File: src/rtl/mult_host_pkg.sv
// mult_host_pkg: shared types and defaults for the multiplier host requester.
//   mult_host_state_t      : requester FSM state encoding
//   DEFAULT_WORD_LENGTH    : default operand width (product is twice this)
//   DEFAULT_TIMEOUT_CYCLES : default watchdog limit in clock cycles
//   TIMEOUT_CW             : watchdog counter width for the default limit
package mult_host_pkg;

  localparam int DEFAULT_WORD_LENGTH    = 8;
  localparam int DEFAULT_TIMEOUT_CYCLES = 64;
  localparam int TIMEOUT_CW             = $clog2(DEFAULT_TIMEOUT_CYCLES);

  typedef enum logic [2:0] {
    IDLE      = 3'd0,
    LAUNCH    = 3'd1,
    WAIT_BUSY = 3'd2,
    WAIT_DONE = 3'd3,
    RESPOND   = 3'd4
  } mult_host_state_t;

endpackage

File: src/rtl/mult_watchdog.sv
// mult_watchdog: cycle counter that flags a stalled multiplier transaction.
// Ports:
//   clk     : rising-edge clock
//   reset   : synchronous active-low reset (count -> 0)
//   clear   : restart the count at zero
//   enable  : count this cycle (host is waiting on the multiplier)
//   expired : enable is high and TIMEOUT_CYCLES waiting cycles have elapsed,
//             i.e. this is the last permitted waiting cycle
module mult_watchdog
  import mult_host_pkg::*;
#(
  parameter int TIMEOUT_CYCLES = DEFAULT_TIMEOUT_CYCLES
) (
  input  logic clk,
  input  logic reset,
  input  logic clear,
  input  logic enable,
  output logic expired
);

  localparam int CW = (TIMEOUT_CYCLES > 1) ? $clog2(TIMEOUT_CYCLES) : 1;
  localparam logic [CW-1:0] LIMIT = CW'(TIMEOUT_CYCLES - 1);

  logic [CW-1:0] count;

  // Saturates at LIMIT so a held enable never wraps back to zero.
  always_ff @(posedge clk) begin
    if (!reset) begin
      count <= '0;
    end else if (clear) begin
      count <= '0;
    end else if (enable && (count != LIMIT)) begin
      count <= count + 1'b1;
    end
  end

  assign expired = enable && (count == LIMIT);

endmodule

File: src/rtl/mult_host_if.sv
// mult_host_if: host-side requester for the sequential multiplier.
// Accepts one operand pair at a time, pulses mult_start, follows the
// multiplier's mult_ready high->low->high sequence and returns the product.
// Optional feature: define MULT_HOST_TIMEOUT_EN to add a watchdog that aborts
// a stalled transaction with rsp_error=1 and rsp_product=0.
//
// Handshakes: a transfer happens on a rising edge where valid && ready are
// both high. The requester keeps valid and its payload steady until that
// edge. req_ready is a pure state decode; rsp_valid is registered, so there
// is no same-cycle path from rsp_ready to req_ready.
//
// Ports:
//   clk, reset                  : clock, synchronous active-low reset
//   req_valid/req_ready/req_a/b : operand request port
//   mult_start                  : one-cycle start pulse to the multiplier
//   mult_multiplicand/multiplier: operands latched at acceptance
//   mult_ready, mult_product    : multiplier idle/done flag and result
//   rsp_valid/rsp_ready         : response port
//   rsp_product, rsp_error      : captured product, timeout-abort flag
//   dbg_state                   : current FSM state
module mult_host_if
  import mult_host_pkg::*;
#(
  parameter int WORD_LENGTH    = DEFAULT_WORD_LENGTH,
  parameter int TIMEOUT_CYCLES = DEFAULT_TIMEOUT_CYCLES
) (
  input  logic                     clk,
  input  logic                     reset,
  input  logic                     req_valid,
  output logic                     req_ready,
  input  logic [WORD_LENGTH-1:0]   req_a,
  input  logic [WORD_LENGTH-1:0]   req_b,
  output logic                     mult_start,
  output logic [WORD_LENGTH-1:0]   mult_multiplicand,
  output logic [WORD_LENGTH-1:0]   mult_multiplier,
  input  logic                     mult_ready,
  input  logic [2*WORD_LENGTH-1:0] mult_product,
  output logic                     rsp_valid,
  input  logic                     rsp_ready,
  output logic [2*WORD_LENGTH-1:0] rsp_product,
  output logic                     rsp_error,
  output mult_host_state_t         dbg_state
);

  mult_host_state_t state, next_state;
  logic             wd_expired;
  logic             accept;
  logic             capture_done;
  logic             capture_abort;

`ifdef MULT_HOST_TIMEOUT_EN
  mult_watchdog #(
    .TIMEOUT_CYCLES(TIMEOUT_CYCLES)
  ) u_watchdog (
    .clk    (clk),
    .reset  (reset),
    .clear  (state == LAUNCH),
    .enable ((state == WAIT_BUSY) || (state == WAIT_DONE)),
    .expired(wd_expired)
  );
`else
  logic unused_timeout_cycles;
  assign unused_timeout_cycles = (TIMEOUT_CYCLES > 0);
  assign wd_expired            = 1'b0;
`endif

  assign req_ready    = (state == IDLE);
  assign accept       = req_valid && req_ready;
  assign capture_done = (state == WAIT_DONE) && mult_ready;
  // A genuine exit on the limit edge takes priority over the abort.
  assign capture_abort = wd_expired &&
                         (((state == WAIT_BUSY) && mult_ready) ||
                          ((state == WAIT_DONE) && !mult_ready));
  assign dbg_state     = state;

  always_comb begin
    next_state = state;
    case (state)
      IDLE:      if (accept) next_state = LAUNCH;
      LAUNCH:    next_state = WAIT_BUSY;
      WAIT_BUSY: begin
        if (!mult_ready)        next_state = WAIT_DONE;
        else if (capture_abort) next_state = RESPOND;
      end
      WAIT_DONE: begin
        if (capture_done || capture_abort) next_state = RESPOND;
      end
      RESPOND:   if (rsp_ready) next_state = IDLE;
      default:   next_state = IDLE;
    endcase
  end

  // Outputs are registered from next_state so they line up with the state.
  always_ff @(posedge clk) begin
    if (!reset) begin
      state             <= IDLE;
      mult_start        <= 1'b0;
      mult_multiplicand <= '0;
      mult_multiplier   <= '0;
      rsp_valid         <= 1'b0;
      rsp_product       <= '0;
      rsp_error         <= 1'b0;
    end else begin
      state      <= next_state;
      mult_start <= (next_state == LAUNCH);
      rsp_valid  <= (next_state == RESPOND);
      if (accept) begin
        mult_multiplicand <= req_a;
        mult_multiplier   <= req_b;
      end
      if (capture_done) begin
        rsp_product <= mult_product;
        rsp_error   <= 1'b0;
      end else if (capture_abort) begin
        rsp_product <= '0;
        rsp_error   <= 1'b1;
      end
    end
  end

endmodule
File: config.mk
export PLATFORM = sky130hd
export DESIGN_NAME = mult_host_if
export DESIGN_NICKNAME = d
export VERILOG_FILES = /design/src/rtl/mult_host_pkg.sv /design/src/rtl/mult_watchdog.sv /design/src/rtl/mult_host_if.sv
export SDC_FILE = /design/constraint.sdc
export NUM_CORES = 1
export LEC_CHECK = 0
export BUFFER_PORTS_ARGS = -buffer_cell sky130_fd_sc_hd__buf_4
export CAP_MARGIN = 40
export CELL_PAD_IN_SITES_DETAIL_PLACEMENT = 1
export CELL_PAD_IN_SITES_GLOBAL_PLACEMENT = 2
export CORE_MARGIN = 8
export CORE_UTILIZATION = 25
export DETAILED_ROUTE_END_ITERATION = 10
export MAX_ROUTING_LAYER = met4
export PLACE_DENSITY = 0.88
export SETUP_SLACK_MARGIN = 0.02
export SLEW_MARGIN = 20
export SYNTH_ARGS = -nofsm -noshare
export SYNTH_HDL_FRONTEND = slang
export SYNTH_SLANG_ARGS = --single-unit
File: constraint.sdc
create_clock -name clk -period 1.4 [get_ports clk]
set_input_delay 0.21 -clock clk [delete_from_list [all_inputs] [get_ports clk]]
set_output_delay 0.21 -clock clk [all_outputs]
set_load 0.05 [all_outputs]
==> impl_summary.md <==
Logic synthesis
The average footprint of a synthesized cell is 9.44 µm². Synthesis handed over a netlist of 159 instances. The share of flip-flops with an asynchronous set or reset is 0%. The sequential element share of the synthesized area is 49.3%. The number of synthesis warnings is 0. Summing every instance area after synthesis gives 0.00150 mm². In the post-synthesis netlist, the biggest area contributors are dfxtp_1, mux2i_1, nand2_1, buf_6, clkbuf_1. Counting distinct cell types in the post-synthesis netlist gives 20. In this run, synthesis inferred 0 flip-flops with an integrated enable. dfxtp_1 takes more of the synthesized area than any other cell. The flip-flop and latch count after synthesis is 37. The leading register cell type out of synthesis is dfxtp_1. The top cell type's share of synthesized area is 49.3%. The synthesized net count is 196.

Clock tree
The number of gates given a new drive strength after cts is 0. The clock net sink count is 37. The count of H-tree levels built during CTS is 2.

The clock transition at the registers of the reported paths is 0.07 ns. After clock tree synthesis, the flow added hold-fix buffers numbering 0. The library cell used as clock root buffer is clkbuf_8. For the worst-skew pair, the clock arrives at the later sink with an insertion delay of 0.28 ns.

The number of buffers on the longest clock path is 2. The clock tree from TritonCTS is yes. Clock tree synthesis inserted a total of 5 buffers. The setup fix buffers added after clock tree synthesis is 0.

Floorplan
The number of ports placed on the die boundary is 76. In this run the core area contains 28 standard-cell rows. Once the floorplan was initialized, standard cells occupied 25.7% of the core. The width of the chip is 93.5 µm. The total area inside the core boundary comes to 0.00585 mm².

The die covers 0.00874 mm². The floorplan step set the die height to 93.5 µm.

Finish
From synthesis to final layout, the design area changed by 49.0%. The share of final-layout standard cells stronger than drive strength 1 is 39.7%. The final layout contains 268 nets. The final-layout fill cell count is 693. The number of antenna diodes in the final layout is 0. Once layout is complete, the utilization of the core stands at 38.2%. The number of cells in the finished layout apart from fillers is 307. After routing the design area is 0.00224 mm².

Timing
Hold is met by 0.179 ns. The portion of the clock cycle consumed by the worst path in the final layout is 89.4%. The time the worst path needs with I/O delays and setup is 1.25 ns. Setup repair after global routing left no endpoint under its margin. The final worst slack is 0.148 ns. Setup violations remaining at the end of the flow were counted as 0. The clock arrives with 0.00889 ns of skew. Summed over all failing endpoints, the final setup total negative slack is 0 ns. The final count of pins violating max slew is 0.

The number of failing hold endpoints at the final stage is 0. The upper clock frequency limit is 799 MHz.

Flow run
The max-capacitance violation count is 0.

Global routing
For this run the aggregate overflow at the end of global routing stands at 0. The initial antenna violation count was 0. The layer flagged by global routing as most heavily used is met2. For this run, global-route usage on met2 was measured as 15.8%. The met1 track demand over resource in global routing is 9.98%. The pin count of the biggest net entering global routing is 31. The via count of the first global-routing pass came to 1443. The first global-routing pass estimated 6.68 mm of wire. Global routing used 9.74% of the available tracks across all layers. For this run, global-route usage on met3 was measured as 5.21%.

Worst setup path
The critical path ends at req_ready. The worst register-to-register path ends at mult_multiplier[7]. The required arrival time at the worst endpoint is 1.19 ns. Along the worst path, the maximum fanout reaches 7. The launching instance or port of the critical path is dbg_state[2]. The nature of the critical path endpoint is a primary output. Data on the critical path arrives at its endpoint at 1.04 ns. The worst setup path is of the register to primary output kind. The number of cells on the worst reg-to-reg path is 3. The worst register-to-register path begins at dbg_state[2]. The kind of launch point of the worst setup path is a register. The worst setup slack for register-to-register paths is 0.22 ns.

Drt
Dividing the detail-routed wire length by the instance count gives 13.4 µm. The detailed-router iteration count before antenna repair is 3. For this run, design rule violations remaining after detail routing come to 0.

The starting DRC count in detailed routing is 38. The antenna violation net count after detailed routing is 0. The mean number of vias per cell is 4.29.

The sum of routed wire length over all layers is 4.13 mm. Detailed routing inserted a total of 1318 vias.

Power and ir drop
The highest ir drop seen on vdd is 0.000355 V. The design draws 2.51 mW. For this design the static power due to leakage is 1.01 nW. Power spread over the standard cell area amounts to 1120 mW/mm².

Placement
The count of buffers inserted at the top-level ports is 74. The placed cell count is 299. Routability-driven placement finished with a final weighted congestion of 0.663. The estimated wirelength of the detail-placed design is 3.16 mm.

After detailed placement, the total cell area comes to 0.00214 mm². At the placement stage, the worst setup path has a slack of 0.199 ns.

Worst hold path
The worst hold path begins at mult_product[0]. The class of the tightest hold or removal check is input port to register.

Run status
The flow ran to the end, and the final reports show no timing, DRC or antenna violations.
-- flip-flops by register name, summed over array words and instances, names as in the netlist --
| register | flops |
|---|---|
| rsp_product | 16 |
| dbg_state | 3 |
| mult_multiplicand | 8 |
| rsp_valid | 1 |
| mult_start | 1 |
| mult_multiplier | 8 |
-- synthesized netlist by cell type, drive strengths merged, types with 2 or more instances --
cell type,n
o21a,3
nand2,64
mux2i,32
dfxtp,37
buf,7
nor4b,2
clkbuf,6
-- worst min-delay path by stage --
stage                           end  cells after the start
3_3_place_gp         rsp_product[8]                      2
2_1_floorplan       rsp_product[10]                      2
3_5_place_dp         rsp_product[5]                      2
4_1_cts              rsp_product[0]                      3
5_1_grt        mult_multiplicand[1]                      3
6_report             rsp_product[0]                      3
-- logic make-up after synthesis --
kind of cell	synth area share [%]
buffers and inverters	6.67
other	0.250
AND/OR/NAND/NOR	20.9
flip-flops	49.3
AO/OA/AOI/OAI	1.50
multiplexers	21.3
-- where the power goes --
| part | leakage [nW] | internal (mW) | switching [mW] | total, mW |
|---|---|---|---|---|
| logic | 0.650 | 0.220 | 0.335 | 0.554 |
| clock network | 0.0542 | 0.445 | 0.365 | 0.810 |
| registers | 0.303 | 1.11 | 0.0383 | 1.14 |
-- metal layers --
| metal | wire (µm) | share of wire [%] |
|---|---|---|
| met1 | 1710 | 41 |
| met2 | 1930 | 47 |
| met3 | 478 | 12 |
| met4 | 15 | 0.36 |
| met5 | 0 | 0 |
-- placed cells by master, fill, tap and decap left out, types with 3 or more instances in the layout --
cell / instances
o21a_1: 3
mux2i_1: 32
dfxtp_2: 3
clkbuf_8: 7
nand2_1: 64
buf_12: 3
dfxtp_1: 34
buf_4: 75
-- critical path, cell delays in order (launching register included) --
cell and delay, ns:
dfxtp_2 0.37, nor3_2 0.18, buf_4 0.22
-- area by class of cell --
type                    count  area [µm²]  area share, %
flip-flops and latches     37         744           33.3
multi-input cells         109         674           30.1
repair buffers             78         623           27.9
clock buffers               7        96.3           4.31
well taps                  75        93.8           4.19
clock inverters             1        5.00          0.224
Power figures use the tool's default switching activity.
